===== src/rtl/crc_pkg.sv =====
// Shared definitions for the CRC-8 (poly 0x07) stream feeder and its 2-bit step.
package crc_pkg;

    localparam logic [7:0] CRC8_POLY           = 8'h07;
    localparam logic [7:0] CRC8_INIT_DEFAULT   = 8'h00;
    localparam logic [7:0] CRC8_XOROUT_DEFAULT = 8'h00;

    typedef enum logic [1:0] {
        IDLE,
        SHIFT,
        DONE
    } feeder_state_e;

    // Slice k of a byte, MSB pair first: k=0 -> [7:6], k=3 -> [1:0].
    function automatic logic [1:0] byte_slice(input logic [7:0] b, input logic [1:0] k);
        logic [1:0] s;
        case (k)
            2'd0:    s = b[7:6];
            2'd1:    s = b[5:4];
            2'd2:    s = b[3:2];
            default: s = b[1:0];
        endcase
        return s;
    endfunction

endpackage


===== src/rtl/crc8_07.sv =====
// Combinational 2-bit step of CRC-8 (poly 0x07), data bit 1 processed first.
module crc8_07
    import crc_pkg::*;
(
    input  logic [1:0] data_i,
    input  logic [7:0] crc_i,
    output logic [7:0] crc_o
);

    logic [7:0] crc_mid;

    // Bit 1 of the symbol meets crc[7] first, then bit 0 meets the shifted value.
    assign crc_mid = {crc_i[6:0], 1'b0}   ^ ((crc_i[7]   ^ data_i[1]) ? CRC8_POLY : 8'h00);
    assign crc_o   = {crc_mid[6:0], 1'b0} ^ ((crc_mid[7] ^ data_i[0]) ? CRC8_POLY : 8'h00);

endmodule


===== src/rtl/crc8_stream_feeder.sv =====
// Byte-stream front end: feeds each accepted byte to the 2-bit CRC-8 step as four
// MSB-first symbols and hands the final CRC out over a valid/ready handshake.
module crc8_stream_feeder
    import crc_pkg::*;
#(
    parameter logic [7:0] INIT   = CRC8_INIT_DEFAULT,
    parameter logic [7:0] XOROUT = CRC8_XOROUT_DEFAULT
) (
    input  logic       clk_i,
    input  logic       rst_i,
    input  logic       clr_i,
    input  logic       dat_valid_i,
    output logic       dat_ready_o,
    input  logic [7:0] dat_i,
    input  logic       dat_last_i,
    output logic       crc_valid_o,
    input  logic       crc_ready_i,
    output logic [7:0] crc_o,
    output logic       busy_o
);

    feeder_state_e state;
    logic [1:0]    slice_cnt;
    logic [7:0]    byte_q;
    logic          last_q;
    logic [7:0]    crc_q;
    logic [7:0]    crc_next;

    crc8_07 u_step (
        .data_i (byte_slice(byte_q, slice_cnt)),
        .crc_i  (crc_q),
        .crc_o  (crc_next)
    );

    assign crc_o = crc_q ^ XOROUT;

    // NOTE: handshake outputs are registered alongside the state so they never glitch;
    // every register here is updated with non-blocking assignments only.
    always_ff @(posedge clk_i or posedge rst_i) begin
        if (rst_i) begin
            state       <= IDLE;
            slice_cnt   <= 2'd0;
            byte_q      <= 8'h00;
            last_q      <= 1'b0;
            crc_q       <= INIT;
            dat_ready_o <= 1'b1;
            crc_valid_o <= 1'b0;
            busy_o      <= 1'b0;
        end else if (clr_i) begin
            state       <= IDLE;
            slice_cnt   <= 2'd0;
            crc_q       <= INIT;
            dat_ready_o <= 1'b1;
            crc_valid_o <= 1'b0;
            busy_o      <= 1'b0;
        end else begin
            case (state)
                IDLE: begin
                    if (dat_valid_i && dat_ready_o) begin
                        byte_q      <= dat_i;
                        last_q      <= dat_last_i;
                        slice_cnt   <= 2'd0;
                        state       <= SHIFT;
                        dat_ready_o <= 1'b0;
                        busy_o      <= 1'b1;
                    end
                end
                SHIFT: begin
                    crc_q     <= crc_next;
                    slice_cnt <= slice_cnt + 2'd1;
                    if (slice_cnt == 2'd3) begin
                        if (last_q) begin
                            state       <= DONE;
                            crc_valid_o <= 1'b1;
                        end else begin
                            state       <= IDLE;
                            dat_ready_o <= 1'b1;
                            busy_o      <= 1'b0;
                        end
                    end
                end
                DONE: begin
                    if (crc_ready_i) begin
                        crc_q       <= INIT;
                        state       <= IDLE;
                        crc_valid_o <= 1'b0;
                        dat_ready_o <= 1'b1;
                        busy_o      <= 1'b0;
                    end
                end
                default: begin
                    state       <= IDLE;
                    dat_ready_o <= 1'b1;
                    crc_valid_o <= 1'b0;
                    busy_o      <= 1'b0;
                end
            endcase
        end
    end

endmodule


===== config.mk =====
export PLATFORM = sky130hd
export DESIGN_NAME = crc8_stream_feeder
export DESIGN_NICKNAME = d
export VERILOG_FILES = /design/src/rtl/crc_pkg.sv /design/src/rtl/crc8_07.sv /design/src/rtl/crc8_stream_feeder.sv
export SDC_FILE = /design/constraint.sdc
export NUM_CORES = 1
export LEC_CHECK = 0
export BUFFER_PORTS_ARGS = -buffer_cell sky130_fd_sc_hd__buf_2
export CAP_MARGIN = 30
export CORE_MARGIN = 2
export CORE_UTILIZATION = 47
export DETAILED_ROUTE_END_ITERATION = 10
export HOLD_SLACK_MARGIN = 0.06
export PLACE_DENSITY = 0.73
export SLEW_MARGIN = 10
export SYNTH_ARGS = -nofsm -noshare
export SYNTH_HDL_FRONTEND = slang
export SYNTH_SLANG_ARGS = --single-unit

===== constraint.sdc =====
create_clock -name clk_i -period 1.84 [get_ports clk_i]
set_input_delay 0.368 -clock clk_i [delete_from_list [all_inputs] [get_ports clk_i]]
set_output_delay 0.368 -clock clk_i [all_outputs]
set_load 0.1 [all_outputs]

==> qor.yml <==
report.final.slew_viol_count: 0
grt_overflow: 0
cts_root_buffer: "clkbuf_4"
worstPathMaxFanout: 3
hpwl_mm: 1.852
final_common_cell: "buf_2"
end_kind: "flip-flop"
setup_slack_ns: -0.07728
cts_tree: "built"
worst_path_max_delay_cell: "dfrtp_2"
portBuffers: 24
ff2ff_path_depth: 8
wire_per_inst_microns: 13.98
clock_sinks: 24
crit_path_cell_trace: "inv_2 > ha_2 > a222oi_1 > mux2i_1 > xnor2_1 > buf_4 > xor2_1 > o21ai_1"
status: "finished, violations left"
nets: 166
synth_top_area_frac: 0.4842
nFillCells: 236
cap_violations: 0
max-vdd-ir-drop_mv: 0.7493
clk_path_buf_depth: 2
synthTopCellsByArea: "dfrtp_1, mux2_2, a21oi_1"
start_util: 0.4887
mostFrequentLayoutCells: "buf_2, dfrtp_1, a21oi_1"
grt_first_pass_wirelength_mm: 4.133
ff2ff_setup_slack_ns: -0.08
clkTransAtPathRegs_ns: 0.13
grt_usage: 0.1963
reg2reg_to: "crc_o[3]$_DFFE_PP0P_"
start_kind: "flip-flop"
dr.pass1.iters: 4
worstMarginPinSlew_ns: 0.4787
grt_max_degree: 25
syn_nets: 130
syn_area_sq_um: 1189
finClkSkew_ns: 0.005204
layout-drive-gt1-share: 0.3878
drc: 0
yosysTopAreaCell: "dfrtp_1"
violations: "setup timing"
slew-limit-headroom: 0.6726
synth_cells: 112
hold_class: "in -> async"
utilization: 0.6101
setup_viol_count_final: 3
worstReg2RegStart: "slice_cnt[1]$_DFFE_PP0P_"
totalWireLength_mm: 2.475
fin_crit_sh: 1.042
hold_buffers: 0
drt-vias-per-instance: 5.475
ant_nets: 0
seq_area_frac_synth: 0.5063
crit_arrival_ns: 2.12
die_area_sq_um: 2947
ys_ff_latch: 24
max_stage_delay_ns: 0.44
synthToLayoutAreaGrowth_pct: 24.84
grt_pass1_vias: 951
yosysWarnings: 0
antenna_found_initial: 0
crit_required_ns: 2.05
clk_latency_ns: 0.31
antenna_cells: 0
period_needed_ns: 1.917
p_leak_nw: 0.7020
io_pins: 25
power_density_nw_per_um2: 1288
hold_viol: 0
rsz0062_at_grt: "yes"
vias: 969
gp_congestion: 0.7989
setup_tns_ns: -0.1941
h-tree-depth: 1
cts_made_buffers: 3
coreArea_sq_um: 2432
synth.distinct_cells: 31
die_y_microns: 54.29
die_w_microns: 54.29
critical_path_class: "reg -> reg"
fmax_mhz: 521.6
placementRows: 18
postSynthAreaPerCell_sq_um: 10.61
first_iter_violations: 11
==> flip-flops by register name, summed over array words and instances (netlist names) <==
register,flops
busy_o,1
crc_o,8
slice_cnt,2
crc_valid_o,1
last_q,1
byte_q,8
dat_ready_o,1
state,2
==> cells in the mapped netlist, drive strengths merged <==
cell / count
nand3: 1
o21ai: 8
o21bai: 1
ha: 4
xnor3: 1
o32a: 1
a222oi: 2
mux2i: 2
nor4: 1
buf: 2
xor2: 1
nand2b: 3
inv: 10
a211oi: 1
a21oi: 12
nor2b: 3
or3b: 1
dfrtp: 23
dfstp: 1
a2111oi: 4
a31oi: 1
nor3: 1
clkbuf: 2
mux2: 7
xnor2: 3
nand2: 9
nor2: 6
o32ai: 1
==> final cells by class <==
type | instances | area (sq um) | area share
repair buffers | 35 | 202.7 | 0.1366
flip-flops and latches | 24 | 606.8 | 0.4089
well taps | 30 | 37.54 | 0.02530
multi-input cells | 74 | 573.1 | 0.3862
inverters | 10 | 37.54 | 0.02530
clock buffers | 4 | 26.28 | 0.01771
==> repair_timing <==
action / 4_1_cts / 5_1_grt
pin swaps: 4 / 2
resized for setup: 6 / 4
buffers inserted: 2 / 1
cloned: 0 / 0
endpoints found under the setup margin: 3 / 4
==> critical path: cells and delay by family (launching register included) <==
| kind | cells | cell delay (ns) |
|---|---|---|
| compound gates | 2 | 0.41 |
| buf+inv | 2 | 0.24 |
| xor+xnor | 2 | 0.39 |
| flops | 1 | 0.44 |
| fa+ha+maj | 1 | 0.18 |
| mux | 1 | 0.14 |
==> layer usage <==
layer / global-route usage / share of wire / up-vias
met2: 0.3454 / 0.51 / 22
li1: - / - / 464
met3: 0.03005 / 0.042 / 6
met5: 0 / 0 / -
met1: 0.2365 / 0.43 / 477
met4: 0.08333 / 0.015 / 0
==> kinds of logic after synthesis <==
family                   share of synthesized area
AO/OA/AOI/OAI                               0.1674
buffers and inverters                      0.04632
flip-flops                                  0.5063
multiplexers                               0.08316
AND/OR/NAND/NOR                             0.1000
XOR/XNOR                                   0.05474
adder cells (fa/ha/maj)                    0.04211
==> per-stage QoR <==
stage / cell area (sq um) / hold slack, ns / std cells / total power (W) / worst slack, ns
2_1_floorplan: 1201 / 0.3819 / 112 / 0.001445 / 0.01133
3_3_place_gp: 1399 / 0.4240 / 170 / 0.001612 / 0.01822
3_5_place_dp: 1399 / 0.4315 / 170 / 0.001647 / -0.1416
4_1_cts: 1448 / 0.07924 / 176 / 0.001897 / -0.08800
5_1_grt: 1484 / 0.07834 / 177 / 0.002038 / -0.2548
6_report: 1484 / 0.07345 / 177 / 0.001912 / -0.07728
==> power breakdown <==
part | internal [W] | leakage, nW | switching (W) | total, W
combinational | 0.000322 | 0.382 | 0.000595 | 0.000917
clock | 0.0000846 | 0.0150 | 0.000153 | 0.000237
sequential | 0.000657 | 0.305 | 0.000100 | 0.000757
total | 0.00106 | 0.702 | 0.000848 | 0.00191
==> worst max-delay path by stage <==
stage | startpoint | to | slack [ns] | cells past startpoint
6_report | slice_cnt[1]$_DFFE_PP0P_ | crc_o[3]$_DFFE_PP0P_ | -0.08 | 8
5_1_grt | slice_cnt[0]$_DFFE_PP0P_ | crc_o[2]$_DFFE_PP0P_ | -0.25 | 7
4_1_cts | slice_cnt[1]$_DFFE_PP0P_ | crc_o[1]$_DFFE_PP0P_ | -0.09 | 8
3_5_place_dp | slice_cnt[1]$_DFFE_PP0P_ | crc_o[2]$_DFFE_PP0P_ | -0.14 | 7
3_3_place_gp | slice_cnt[1]$_DFFE_PP0P_ | crc_o[3]$_DFFE_PP0P_ | 0.02 | 8
2_1_floorplan | slice_cnt[0]$_DFFE_PP0P_ | crc_o[2]$_DFFE_PP0P_ | 0.01 | 7
No activity file was read; power rests on OpenSTA's default activity.
